<file path="src/rtl/tomasulo_pkg.sv">
// Shared definitions for the Tomasulo core: instruction word layout,
// opcode constants and the clog2 helper used to size pointers and counters.
package tomasulo_pkg;

  localparam int INSTR_W = 16;

  // Field bit positions inside an instruction word.
  localparam int OPCODE_MSB = 15;
  localparam int OPCODE_LSB = 12;
  localparam int RD_MSB     = 11;
  localparam int RD_LSB     = 8;
  localparam int RS_MSB     = 7;
  localparam int RS_LSB     = 4;
  localparam int RT_MSB     = 3;
  localparam int RT_LSB     = 0;

  localparam logic [3:0] OP_ADD = 4'h0;
  localparam logic [3:0] OP_SUB = 4'h1;

  // Smallest n with 2**n >= value; evaluated at elaboration time.
  function automatic int clog2(input int value);
    int result;
    result = 0;
    while ((1 << result) < value) result++;
    return result;
  endfunction

endpackage

</file>
<file path="src/rtl/iq_storage.sv">
// Entry array for the instruction queue: one synchronous write port and
// one combinational read port, so the head word is visible the cycle it lands.
module iq_storage
  import tomasulo_pkg::*;
#(
  parameter int DEPTH = 8,
  parameter int WIDTH = INSTR_W,
  parameter int PTR_W = clog2(DEPTH)
) (
  input  logic             Clock,
  input  logic             we,
  input  logic [PTR_W-1:0] waddr,
  input  logic [WIDTH-1:0] wdata,
  input  logic [PTR_W-1:0] raddr,
  output logic [WIDTH-1:0] rdata
);

  logic [WIDTH-1:0] mem [DEPTH];

  // Write the incoming fetch word into the slot the tail pointer names.
  // NOTE: the array has no reset; an entry is only ever read after it has
  // been written, because Valid is driven by the occupancy count, which is reset.
  always_ff @(posedge Clock) begin
    // NOTE: non-blocking assignment for every registered value, so all
    // flops update together from pre-edge values.
    if (we) mem[waddr] <= wdata;
  end

  assign rdata = mem[raddr];

endmodule

</file>
<file path="src/rtl/instruction_queue.sv">
// In-order instruction fetch queue feeding dispatch. Streams PROG_LEN words
// from a synchronous instruction memory into a circular FIFO, reserving a slot
// for every outstanding read so a returning word always has somewhere to land.
module instruction_queue #(
  parameter int INSTR_W  = tomasulo_pkg::INSTR_W,
  parameter int DEPTH    = 8,
  parameter int ADDR_W   = 8,
  parameter int PROG_LEN = 7
) (
  input  logic                                 Clock,
  input  logic                                 Reset,
  input  logic                                 Pop,
  output logic                                 MemRdEn,
  output logic [ADDR_W-1:0]                    MemAddr,
  input  logic [INSTR_W-1:0]                   MemRdata,
  output logic [INSTR_W-1:0]                   Instr,
  output logic [3:0]                           Opcode,
  output logic [3:0]                           Rd,
  output logic [3:0]                           Rs,
  output logic [3:0]                           Rt,
  output logic                                 Valid,
  output logic                                 Full,
  output logic [tomasulo_pkg::clog2(DEPTH):0]  Count,
  output logic                                 Done
);

  import tomasulo_pkg::*;

  localparam int PTR_W = clog2(DEPTH);
  localparam int CNT_W = PTR_W + 1;
  // One extra bit so PC can sit at PROG_LEN == 2**ADDR_W once fetch is over.
  localparam int PC_W  = ADDR_W + 1;

  localparam logic [CNT_W-1:0] DEPTH_C    = CNT_W'(DEPTH);
  localparam logic [PC_W-1:0]  PROG_LEN_C = PC_W'(PROG_LEN);

  logic [PC_W-1:0]    pc;
  logic [PTR_W-1:0]   head;
  logic [PTR_W-1:0]   tail;
  logic [CNT_W-1:0]   count;
  logic               inflight;
  logic               done_q;

  logic [CNT_W-1:0]   occupancy;
  logic               pop_ok;
  logic               drained;
  logic [INSTR_W-1:0] head_word;

  // Occupied plus reserved slots; the fetch rule keeps this at most DEPTH.
  assign occupancy = count + CNT_W'(inflight);

  assign MemRdEn = !Reset && (pc < PROG_LEN_C) && (occupancy < DEPTH_C);
  assign MemAddr = pc[ADDR_W-1:0];

  assign Valid   = (count != '0);
  assign Full    = (count == DEPTH_C);
  assign Count   = count;
  assign pop_ok  = Pop && Valid;
  assign drained = (pc == PROG_LEN_C) && !inflight && (count == '0);
  assign Done    = done_q;

  // A returning word is dropped if Reset is sampled on the same edge.
  iq_storage #(
    .DEPTH (DEPTH),
    .WIDTH (INSTR_W),
    .PTR_W (PTR_W)
  ) u_storage (
    .Clock (Clock),
    .we    (inflight && !Reset),
    .waddr (tail),
    .wdata (MemRdata),
    .raddr (head),
    .rdata (head_word)
  );

  assign Instr  = Valid ? head_word : '0;
  assign Opcode = Instr[OPCODE_MSB:OPCODE_LSB];
  assign Rd     = Instr[RD_MSB:RD_LSB];
  assign Rs     = Instr[RS_MSB:RS_LSB];
  assign Rt     = Instr[RT_MSB:RT_LSB];

  // Fetch issue, fill, pop and occupancy tracking; Reset overrides all of it.
  always_ff @(posedge Clock) begin
    if (Reset) begin
      pc       <= '0;
      head     <= '0;
      tail     <= '0;
      count    <= '0;
      inflight <= 1'b0;
      done_q   <= 1'b0;
    end else begin
      if (MemRdEn) pc <= pc + 1'b1;
      inflight <= MemRdEn;

      if (inflight) tail <= tail + 1'b1;
      if (pop_ok)   head <= head + 1'b1;

      // Fill and pop together leave the count where it is.
      case ({inflight, pop_ok})
        2'b10:   count <= count + 1'b1;
        2'b01:   count <= count - 1'b1;
        default: count <= count;
      endcase

      // Done latches once everything has been fetched and dispatched.
      if (drained) done_q <= 1'b1;
    end
  end

endmodule
</file>
<file path="config.mk">
export PLATFORM = sky130hd
export DESIGN_NAME = instruction_queue
export DESIGN_NICKNAME = d
export VERILOG_FILES = /design/src/rtl/tomasulo_pkg.sv /design/src/rtl/iq_storage.sv /design/src/rtl/instruction_queue.sv
export SDC_FILE = /design/constraint.sdc
export NUM_CORES = 1
export LEC_CHECK = 0
export ABC_AREA = 1
export BUFFER_PORTS_ARGS = -buffer_cell sky130_fd_sc_hd__buf_2
export CAP_MARGIN = 20
export CELL_PAD_IN_SITES_DETAIL_PLACEMENT = 0
export CELL_PAD_IN_SITES_GLOBAL_PLACEMENT = 2
export CORE_ASPECT_RATIO = 1.2
export CORE_MARGIN = 10
export CORE_UTILIZATION = 35
export DETAILED_ROUTE_END_ITERATION = 12
export GPL_ROUTABILITY_DRIVEN = 0
export GPL_TIMING_DRIVEN = 0
export HOLD_SLACK_MARGIN = 0.02
export MAX_ROUTING_LAYER = met4
export PLACE_DENSITY = 0.76
export SYNTH_ARGS = -nofsm -noshare
export SYNTH_HDL_FRONTEND = slang
export SYNTH_SLANG_ARGS = --single-unit
</file>
<file path="constraint.sdc">
create_clock -name Clock -period 1.97 [get_ports Clock]
set_clock_uncertainty 0.15 [all_clocks]
set_input_delay 0.197 -clock Clock [delete_from_list [all_inputs] [get_ports Clock]]
set_output_delay 0.197 -clock Clock [all_outputs]
set_load 0.05 [all_outputs]
</file>
==> results.sh, run 1 <==
export IMPL_status="complete, but fails checks"
export IMPL_violations="negative setup slack"
export IMPL_path_max_fanout=10
export IMPL_multiInputGateArea_sq_um=1870
export IMPL_finalHoldViolCount=0
export IMPL_wirelength_um=16300
export IMPL_root_buffer="clkbuf_16"
export IMPL_start_util_pct=35.8
export IMPL_ys_seq_area_share_pct=68.7
export IMPL_grt_max_degree=17
export IMPL_syn_avg_cell_area_sq_um=11.3
export IMPL_pre_cts_ws_ns=-0.292
export IMPL_first_pass_iters=4
export IMPL_rows=53
export IMPL_required_ns=1.62
export IMPL_slew_headroom_pct=65.2
export IMPL_finalMaxSlewViolations=0
export IMPL_via_per_inst=4.85
export IMPL_vias=4466
export IMPL_critical_path_arrival_ns=1.95
export IMPL_drt_iter0_drc=318
export IMPL_r2r_slack_ns=-0.12
export IMPL_power_share_clock_pct=20.8
export IMPL_clk_pin_slew_ns=0.06
export IMPL_grt_usage_pct=13.9
export IMPL_dieArea_sq_um=23800
export IMPL_drtAntennaViolNets=0
export IMPL_crit_end="Rs[0]"
export IMPL_htreeDepth=4
export IMPL_min_period_ns=2.30
export IMPL_top_layer_used="met4"
export IMPL_endpoint_kind="primary output"
export IMPL_ioPinCount=67
export IMPL_power_density_nw_per_um2=1690
export IMPL_clk_latency_ns=0.42
export IMPL_route_met2_wl_um=8520
export IMPL_area_growth_pct=40.8
export IMPL_switching_share_pct=40.8
export IMPL_leakagePower_nw=3.32
export IMPL_netlist_instances=555
export IMPL_dpl_hpwl_um=11000
export IMPL_rr_worst_depth=15
export IMPL_fp_dieH_um=167
export IMPL_clockBufferDepth=2
export IMPL_ys_seq_elements=152
export IMPL_pwr_share_seq_pct=25.6
export IMPL_cts_buffers=17
export IMPL_io_buffers=66
export IMPL_max_cap_violations=0
export IMPL_max_vdd_ir_drop_mv=0.796
export IMPL_power_switching_mw=6.12
export IMPL_die_w_um=142
export IMPL_synth_area_sq_um=6300
export IMPL_tritoncts="done"
export IMPL_wl_met3_um=786
export IMPL_reg2reg_to="Count[2]"
export IMPL_mostFrequentLayoutCells="128 x edfxtp_1, 97 x nor2_1, 49 x o21ai_0, 37 x buf_8, 35 x nand2_1"
export IMPL_yosys_warnings=0
export IMPL_synth_fp_nets=580
export IMPL_nFillCells=1517
export IMPL_fin_ws_ns=-0.328
export IMPL_core_sq_um=17600
export IMPL_grt_ovfl_total=0
export IMPL_layout_commonest_cell="edfxtp_1"
export IMPL_wl_per_cell_um=17.7
export IMPL_rsz0062_at_grt="true"
export IMPL_fin_nets=712
export IMPL_seqCellArea_sq_um=4340
export IMPL_antenna_found_initial=0
export IMPL_fin_crit_sh_pct=117
export IMPL_r2r_start="Count[0]"
export IMPL_routedLengthMet1_um=6570
export IMPL_max_freq_mhz=435
export IMPL_grt_pass1_vias=4472
export IMPL_cts_num_sinks=152
export IMPL_setup_tns_ns=-6.44
export IMPL_worst_setup_path_start_kind="register"
export IMPL_p_int_mw=8.87
export IMPL_p_comb_share_pct=53.6
export IMPL_hold_path_class="in -> reg"
export IMPL_synth_cell_types=25
export IMPL_drive_gt1_share_pct=36.1
export IMPL_drc_errors=0
export IMPL_critPathKind="reg -> out"
export IMPL_tightestPinTransition_ns=0.523
export IMPL_setup_viol=33
export IMPL_grt_pass1_wl_um=24500
export IMPL_diodes=0
[worst min path at each step]
stage | startpoint | to | slack (ns) | cells after the start
after floorplan | MemRdata[0] | u_storage.mem[0][0] | 0.15 | 0
after global placement | pc[8] | pc[8] | 0.26 | 2
after detailed placement | pc[8] | pc[8] | 0.26 | 2
after CTS | Reset | pc[2] | 0.06 | 6
after global routing | Reset | tail[0] | 0.14 | 4
final | Reset | pc[2] | 0.08 | 6
[critical path, cell delays in order, from the launching register on]
cell	delay [ns]
dfxtp_4	0.38
inv_4	0.08
clkbuf_8	0.17
o21ai_0	0.21
o22ai_1	0.14
nor2_1	0.21
nor2_4	0.05
buf_4	0.13
buf_8	0.14
[logic make-up after synthesis]
logic type | Yosys count | synth area share, %
AOI/OAI and AO/OA | 118 | 10.3
xor gates and xnor gates | 3 | 0.417
adders and majority gates | 6 | 1.19
buffers and inverters | 79 | 7.17
DFF | 152 | 68.7
and+or+nand+nor | 197 | 12.2
[Yosys cell counts, drive strengths merged]
master    n  area share, %
a21oi    12           0.95
buf      40            4.8
clkbuf    9           0.56
dfxtp    24            7.6
edfxtp  128             61
ha        6            1.2
inv      30            1.8
nand2    44            2.7
nand3     9           0.79
nor2    143            8.7
nor3      1          0.079
o211ai   16            1.9
o21ai    74            5.9
o22ai    16            1.6
xnor2     2           0.28
xor2      1           0.14
[final cells by class]
cell class | count | share of cell area [%]
sequential | 152 | 49.0
inverter | 30 | 1.44
tap | 220 | 3.10
clock buffer | 23 | 5.28
clock inverter | 9 | 1.16
buffer | 49 | 5.66
multi-input combinational | 324 | 21.1
timing repair buffer | 113 | 13.2
[state kept, by name, summed over array words and instances, names as in the netlist, named ones only]
register,count
u_storage.mem,128
pc,9
Done,1
inflight,1
tail,3
head,3
Count,4
[metrics by stage]
stage / cells / instance area, sq um / hold slack (ns) / power [mW] / util [%]
6_report: 920 / 8870 / 0.0756 / 15.0 / 50.5
5_1_grt: 920 / 8870 / 0.137 / 15.7 / 50.5
4_1_cts: 909 / 8580 / 0.0552 / 14.7 / 48.8
3_5_place_dp: 848 / 7210 / 0.265 / 9.95 / 41.0
3_3_place_gp: 841 / 7090 / 0.264 / 9.88 / 40.3
2_1_floorplan: 555 / 6480 / 0.146 / 8.56 / -
[repair_timing]
| action | in CTS | in global routing |
|---|---|---|
| hold buffers | 16 | 0 |
| hold endpoints to repair | 128 | 0 |
| endpoints found under the setup margin | 110 | 129 |
| buffers inserted | 12 | 11 |
| pin swaps | 17 | 35 |
| cloned | 1 | 1 |
| gates resized for setup | 162 | 52 |
[power groups by stage]
stage	Clock [mW]	Combinational, mW	Sequential, mW
final	3.12	8.04	3.83
after global routing	3.33	8.50	3.85
after floorplan	0	4.58	3.98
after CTS	3.19	7.67	3.82
after global placement	0	6.00	3.88
after detailed placement	0	6.07	3.88
[layer usage]
metal,GRT usage (%),vias up
met2,22.8,118
met3,3.02,28
met5,-,-
met1,15.7,2144
met4,6.34,0
li1,-,2176
No activity file was read; power rests on OpenSTA's default activity.
==> inputs of run 2 (changes only) <==
--- a/config.mk
+++ b/config.mk
@@ -5,14 +5,13 @@
 export SDC_FILE = /design/constraint.sdc
 export NUM_CORES = 1
 export LEC_CHECK = 0
-export ABC_AREA = 1
 export BUFFER_PORTS_ARGS = -buffer_cell sky130_fd_sc_hd__buf_2
 export CAP_MARGIN = 20
 export CELL_PAD_IN_SITES_DETAIL_PLACEMENT = 0
 export CELL_PAD_IN_SITES_GLOBAL_PLACEMENT = 2
 export CORE_ASPECT_RATIO = 1.2
 export CORE_MARGIN = 10
-export CORE_UTILIZATION = 35
+export CORE_UTILIZATION = 39
 export DETAILED_ROUTE_END_ITERATION = 12
 export GPL_ROUTABILITY_DRIVEN = 0
 export GPL_TIMING_DRIVEN = 0
==> run 2 against run 1 <==
  * The run still ends with negative setup slack left
  * Synthesized cell count is 38% lower
  * Power is 6.0% lower
  * First-iteration DRC count is 34% lower
  * Global-route usage is 0.46 points lower
  * Sequential cell count stayed put
  * Critical path type unchanged
  * Critical endpoint is now Rs[1]
==> results.sh, run 2 <==
export IMPL_status="complete, but fails checks"
export IMPL_synth_top_area_share_pct=62.7
export IMPL_power_mw=14.1
export IMPL_required_ns=1.62
export IMPL_placed_cell_area_sq_um=7020
export IMPL_critical_path_arrival_ns=2.16
export IMPL_mostFrequentLayoutCells="128 x edfxtp_1, 46 x buf_4, 34 x buf_6, 34 x buf_2, 32 x mux4_2"
export IMPL_synth_most_common_cell="edfxtp_1"
export IMPL_first_pass_iters=4
export IMPL_wirelength_um=13400
export IMPL_cts_num_sinks=152
export IMPL_fin_ws_ns=-0.540
export IMPL_core_sq_um=15500
export IMPL_drt_iter0_drc=210
export IMPL_synth_common_cells="128 x edfxtp_1, 35 x nor2_1, 32 x mux4_2, 27 x buf_4, 24 x dfxtp_1"
export IMPL_synth_area_sq_um=6130
export IMPL_cts_buffers=17
export IMPL_nFillCells=1254
export IMPL_clk_latency_ns=0.42
export IMPL_utilization_pct=55.0
export IMPL_fin_crit_sh_pct=127
export IMPL_grt_usage_pct=13.4
export IMPL_tritoncts="done"
export IMPL_largest_register="u_storage.mem"
export IMPL_syn_avg_cell_area_sq_um=17.9
export IMPL_yosys_area_top_type="edfxtp_1"
export IMPL_ys_seq_area_share_pct=70.5
export IMPL_worst_setup_path_start_kind="register"
export IMPL_critPathKind="reg -> out"
export IMPL_grt_pass1_vias=3674
export IMPL_drtAntennaViolNets=0
export IMPL_slew_headroom_pct=55.8
export IMPL_synth_edff_count=128
export IMPL_ioPinCount=67
export IMPL_largest_register_ffs=128
export IMPL_leakagePower_nw=3.00
export IMPL_fin_nets=501
export IMPL_synth_cell_types=40
export IMPL_dieArea_sq_um=21200
export IMPL_pre_cts_ws_ns=-1.02
export IMPL_power_density_nw_per_um2=1650
export IMPL_rows=50
export IMPL_clk_pin_slew_ns=0.06
export IMPL_tightestPinTransition_ns=0.663
export IMPL_rsz0062_at_grt="true"
export IMPL_max_cap_violations=0
export IMPL_fp_dieH_um=157
export IMPL_max_vdd_ir_drop_mv=0.926
export IMPL_via_per_inst=4.89
export IMPL_setup_tns_ns=-14.35
export IMPL_design_area_sq_um=8530
export IMPL_start_util_pct=39.5
export IMPL_finalMaxSlewViolations=0
export IMPL_drc_errors=0
export IMPL_endpoint_kind="primary output"
export IMPL_hold_path_class="in -> reg"
export IMPL_grt_pass1_wl_um=20800
export IMPL_diodes=0
export IMPL_io_buffers=66
export IMPL_die_w_um=134
export IMPL_grt_max_degree=17
export IMPL_yosys_most_used_dff="edfxtp_1"
export IMPL_grt_ovfl_total=0
export IMPL_synth_fp_nets=368
export IMPL_antenna_found_initial=0
export IMPL_layout_commonest_cell="edfxtp_1"
export IMPL_root_buffer="clkbuf_16"
export IMPL_async_reset_ff_share_pct=0
export IMPL_wl_per_cell_um=19.2
export IMPL_drive_gt1_share_pct=53.0
export IMPL_max_freq_mhz=398
export IMPL_yosys_warnings=0
export IMPL_setup_viol=35
export IMPL_dpl_hpwl_um=8320
export IMPL_path_max_fanout=5
export IMPL_synth_area_top_cells="edfxtp_1 63%, mux4_2 12%, dfxtp_1 7.8%"
export IMPL_vias=3407
export IMPL_area_growth_pct=39.1
export IMPL_finalHoldViolCount=0
export IMPL_netlist_instances=343
export IMPL_htreeDepth=4
export IMPL_min_period_ns=2.51
export IMPL_violations="negative setup slack"
export IMPL_ys_seq_elements=152
export IMPL_clockBufferDepth=2
run 2: cells by family (layout without fill, tap and decap cells):
family / Yosys count / in the layout / synth area share [%]
AND/OR/NAND/NOR: 68 / 68 / 5.77
flip-flops: 152 / 152 / 70.5
multiplexers: 55 / 55 / 15.5
adder cells (fa/ha/maj): 6 / 6 / 1.22
AO/OA/AOI/OAI: 9 / 9 / 0.938
XOR/XNOR: 8 / 8 / 1.27
buffers and inverters: 45 / 191 / 4.73
run 2: layout make-up:
type,count,area (sq um),area share (%)
inverter,3,13.8,0.161
tap,208,260,3.05
multi-input combinational,146,1860,21.8
clock inverter,15,176,2.07
sequential,152,4350,50.9
buffer,36,327,3.83
clock buffer,17,425,4.99
timing repair buffer,120,1120,13.2
run 2: worst paths after layout:
kind | from | endpoint | slack, ns | depth (start not counted)
setup / recovery | register | Rs[1] | -0.54 | 8
hold / removal | Reset | pc[8] | 0.14 | 3
setup reg to reg | Count[2] | Count[2] | -0.40 | 11
hold reg to reg | pc[7] | pc[7] | 0.33 | 1
run 2: per-layer routing:
| layer | global-route usage [%] | vias up | wire (um) |
|---|---|---|---|
| li1 | - | 1572 | - |
| met1 | 15.6 | 1743 | 5610 |
| met2 | 22.1 | 74 | 7060 |
| met3 | 3.95 | 18 | 507 |
| met4 | 4.15 | 0 | 195 |
| met5 | - | - | 0 |
run 2: per-stage QoR:
stage          cells  hold slack [ns]
2_1_floorplan    343            0.146
3_3_place_gp     617            0.309
3_5_place_dp     623            0.322
4_1_cts          693            0.137
5_1_grt          697            0.202
6_report         697            0.137
run 2: worst max-delay path: stages (launching register included):
cell and delay, ns:
dfxtp_2 0.33, buf_8 0.13, buf_12 0.11, buf_12 0.12, mux4_2 0.50, mux2i_2 0.22
nor2_2 0.05, buf_4 0.13, buf_6 0.14
run 2: power by group:
part	internal [mW]	leakage (nW)	switching [mW]
Combinational	2.95	1.35	3.95
Clock	1.99	0.287	1.28
Sequential	3.73	1.36	0.187
Total	8.68	3.00	5.41
run 2: what timing repair did:
| action | 4_1_cts | 5_1_grt |
|---|---|---|
| gates resized for setup | 109 | 25 |
| endpoints found under the hold margin | 130 | 0 |
| setup buffers | 25 | 6 |
| pin swaps | 13 | 10 |
| endpoints found under the setup margin | 153 | 58 |
| cloned | 1 | 0 |
| hold buffers | 17 | 0 |
==> inputs of run 3 (changes only) <==
--- a/config.mk
+++ b/config.mk
@@ -18,6 +18,7 @@
 export HOLD_SLACK_MARGIN = 0.02
 export MAX_ROUTING_LAYER = met4
 export PLACE_DENSITY = 0.76
+export REMOVE_ABC_BUFFERS = 1
 export SYNTH_ARGS = -nofsm -noshare
 export SYNTH_HDL_FRONTEND = slang
 export SYNTH_SLANG_ARGS = --single-unit
==> run 3 against run 2 <==
  * Core utilization decreased by 2.7 points
  * Sequential power increased by 1%
  * Non-clock buffer count decreased by 35
  * Fmax increased by 8.9%
  * Power decreased by 6.9%
  * Critical path type unchanged
  * The flow still finishes with violations (negative setup slack)
  * Worst setup slack improved by 0.21 ns
  * Global-route usage decreased by 0.82 points
  * Die area unchanged
  * Routed wire length decreased by 6.0%
  * First-iteration DRC count decreased by 8.1%
  * Sequential cell count unchanged
  * Critical path depth decreased by 3
==> results.sh, run 3 (synthesized netlist as in run 2, its figures left out) <==
export IMPL_tritoncts="done"
export IMPL_clockBufferDepth=2
export IMPL_wl_per_cell_um=19.0
export IMPL_io_buffers=66
export IMPL_fin_cells=662
export IMPL_htreeDepth=4
export IMPL_wirelength_um=12600
export IMPL_critical_path_arrival_ns=1.96
export IMPL_design_area_sq_um=8110
export IMPL_dp_cells=588
export IMPL_max_stage_delay_ns=0.51
export IMPL_violations="negative setup slack"
export IMPL_min_from="Pop"
export IMPL_r2r_start="Count[2]"
export IMPL_area_growth_pct=32.2
export IMPL_drtAntennaViolNets=0
export IMPL_layout_commonest_cell="edfxtp_1"
export IMPL_pre_cts_ws_ns=-0.968
export IMPL_largest_register_ffs=128
export IMPL_cp_cell_sequence="buf_12, mux4_2, mux2i_2, nor2_2, buf_6"
export IMPL_finalHoldViolCount=0
export IMPL_max_cap_violations=0
export IMPL_leakagePower_nw=2.78
export IMPL_endpoint_kind="primary output"
export IMPL_grt_max_degree=33
export IMPL_diodes=0
export IMPL_fp_dieH_um=157
export IMPL_max_vdd_ir_drop_mv=1.20
export IMPL_power_density_nw_per_um2=1620
export IMPL_grt_usage_pct=12.6
export IMPL_placed_cell_area_sq_um=6660
export IMPL_vias=3250
export IMPL_r2r_slack_ns=-0.27
export IMPL_clk_pin_slew_ns=0.06
export IMPL_status="complete, but fails checks"
export IMPL_drc_errors=0
export IMPL_cpMaxStageDelayCell="mux4_2"
export IMPL_rsz0062_at_grt="true"
export IMPL_worst_setup_path_start_kind="register"
export IMPL_start_util_pct=39.5
export IMPL_largest_register="u_storage.mem"
export IMPL_fin_ws_ns=-0.335
export IMPL_finalMaxSlewViolations=0
export IMPL_core_sq_um=15500
export IMPL_max_freq_mhz=434
export IMPL_dieArea_sq_um=21200
export IMPL_hold_path_class="in -> reg"
export IMPL_tightestPinTransition_ns=0.575
export IMPL_rows=50
export IMPL_ioPinCount=67
export IMPL_setup_viol=34
export IMPL_root_buffer="clkbuf_16"
export IMPL_grt_ovfl_total=0
export IMPL_fin_crit_sh_pct=117
export IMPL_first_pass_iters=5
export IMPL_setup_tns_ns=-10.32
export IMPL_cts_buffers=17
export IMPL_antenna_found_initial=0
export IMPL_dpl_hpwl_um=7600
export IMPL_grt_pass1_vias=3537
export IMPL_path_max_fanout=6
export IMPL_mostFrequentLayoutCells="128 x edfxtp_1, 35 x buf_6, 33 x buf_2, 32 x mux4_2"
export IMPL_drive_gt1_share_pct=48.5
export IMPL_grt_pass1_wl_um=19600
export IMPL_required_ns=1.62
export IMPL_clk_latency_ns=0.41
export IMPL_drt_iter0_drc=193
export IMPL_min_period_ns=2.31
export IMPL_cts_num_sinks=152
export IMPL_die_w_um=134
export IMPL_fin_nets=466
export IMPL_critPathKind="reg -> out"
export IMPL_slew_headroom_pct=61.7
export IMPL_via_per_inst=4.91
==> run 3: changes by cell type in the layout (fill, tap and decap cells not counted), sizes merged <==
cell,delta
bufinv,-1
buf,-32
clkinvlp,+3
clkbuf,-2
inv,+3
dlygate4sd3,-1
clkinv,-5
==> run 3: metal layers <==
metal	GRT usage (%)	wire length (um)
met1	14.9	5470
met2	20.3	6440
met3	3.57	528
met4	4.41	128
met5	-	0
==> run 3: path summary, 6_finish.rpt <==
check | endpoint | depth (start not counted)
max | Rs[0] | 5
min | register | 4
max reg2reg | Count[2] | 10
min reg2reg | pc[6] | 1
==> run 3: critical path: cells and delay by family, from the launching register on <==
family	cells	cell delay (ns)
buffers and inverters	2	0.31
muxes	2	0.72
and+or+nand+nor	1	0.07
DFF	1	0.44
==> run 3: report_power, final <==
part           internal [mW]  switching, mW  leakage (nW)
logic                   2.37           3.59          1.15
clock network           1.89           1.31         0.270
registers               3.73          0.238          1.36
==> run 3: layout make-up <==
class | instances | area [sq um]
repair buffers | 121 | 1160
flip-flops and latches | 152 | 4360
clock buffers | 17 | 425
multi-input cells | 146 | 1720
inverters | 3 | 11.3
clock inverters | 15 | 166
well taps | 208 | 260
fillers | 1261 | 7410
==> run 3: through the flow <==
| stage | hold WS [ns] | util, % | power, mW |
|---|---|---|---|
| floorplan | 0.116 | - | 7.26 |
| global placement | 0.309 | 41.5 | 8.30 |
| detailed placement | 0.318 | 43.0 | 8.47 |
| CTS | 0.0280 | 50.7 | 12.7 |
| global route | 0.0930 | 52.2 | 13.7 |
| finish | 0.0431 | 52.2 | 13.1 |
==> run 3: repair_timing <==
item / in CTS / in global routing
hold buffers: 16 / 0
gates cloned: 2 / 1
resized for setup: 84 / 39
pin swaps: 5 / 9
endpoints found under the setup margin: 73 / 51
setup buffers: 11 / 14
endpoints found under the hold margin: 128 / 0
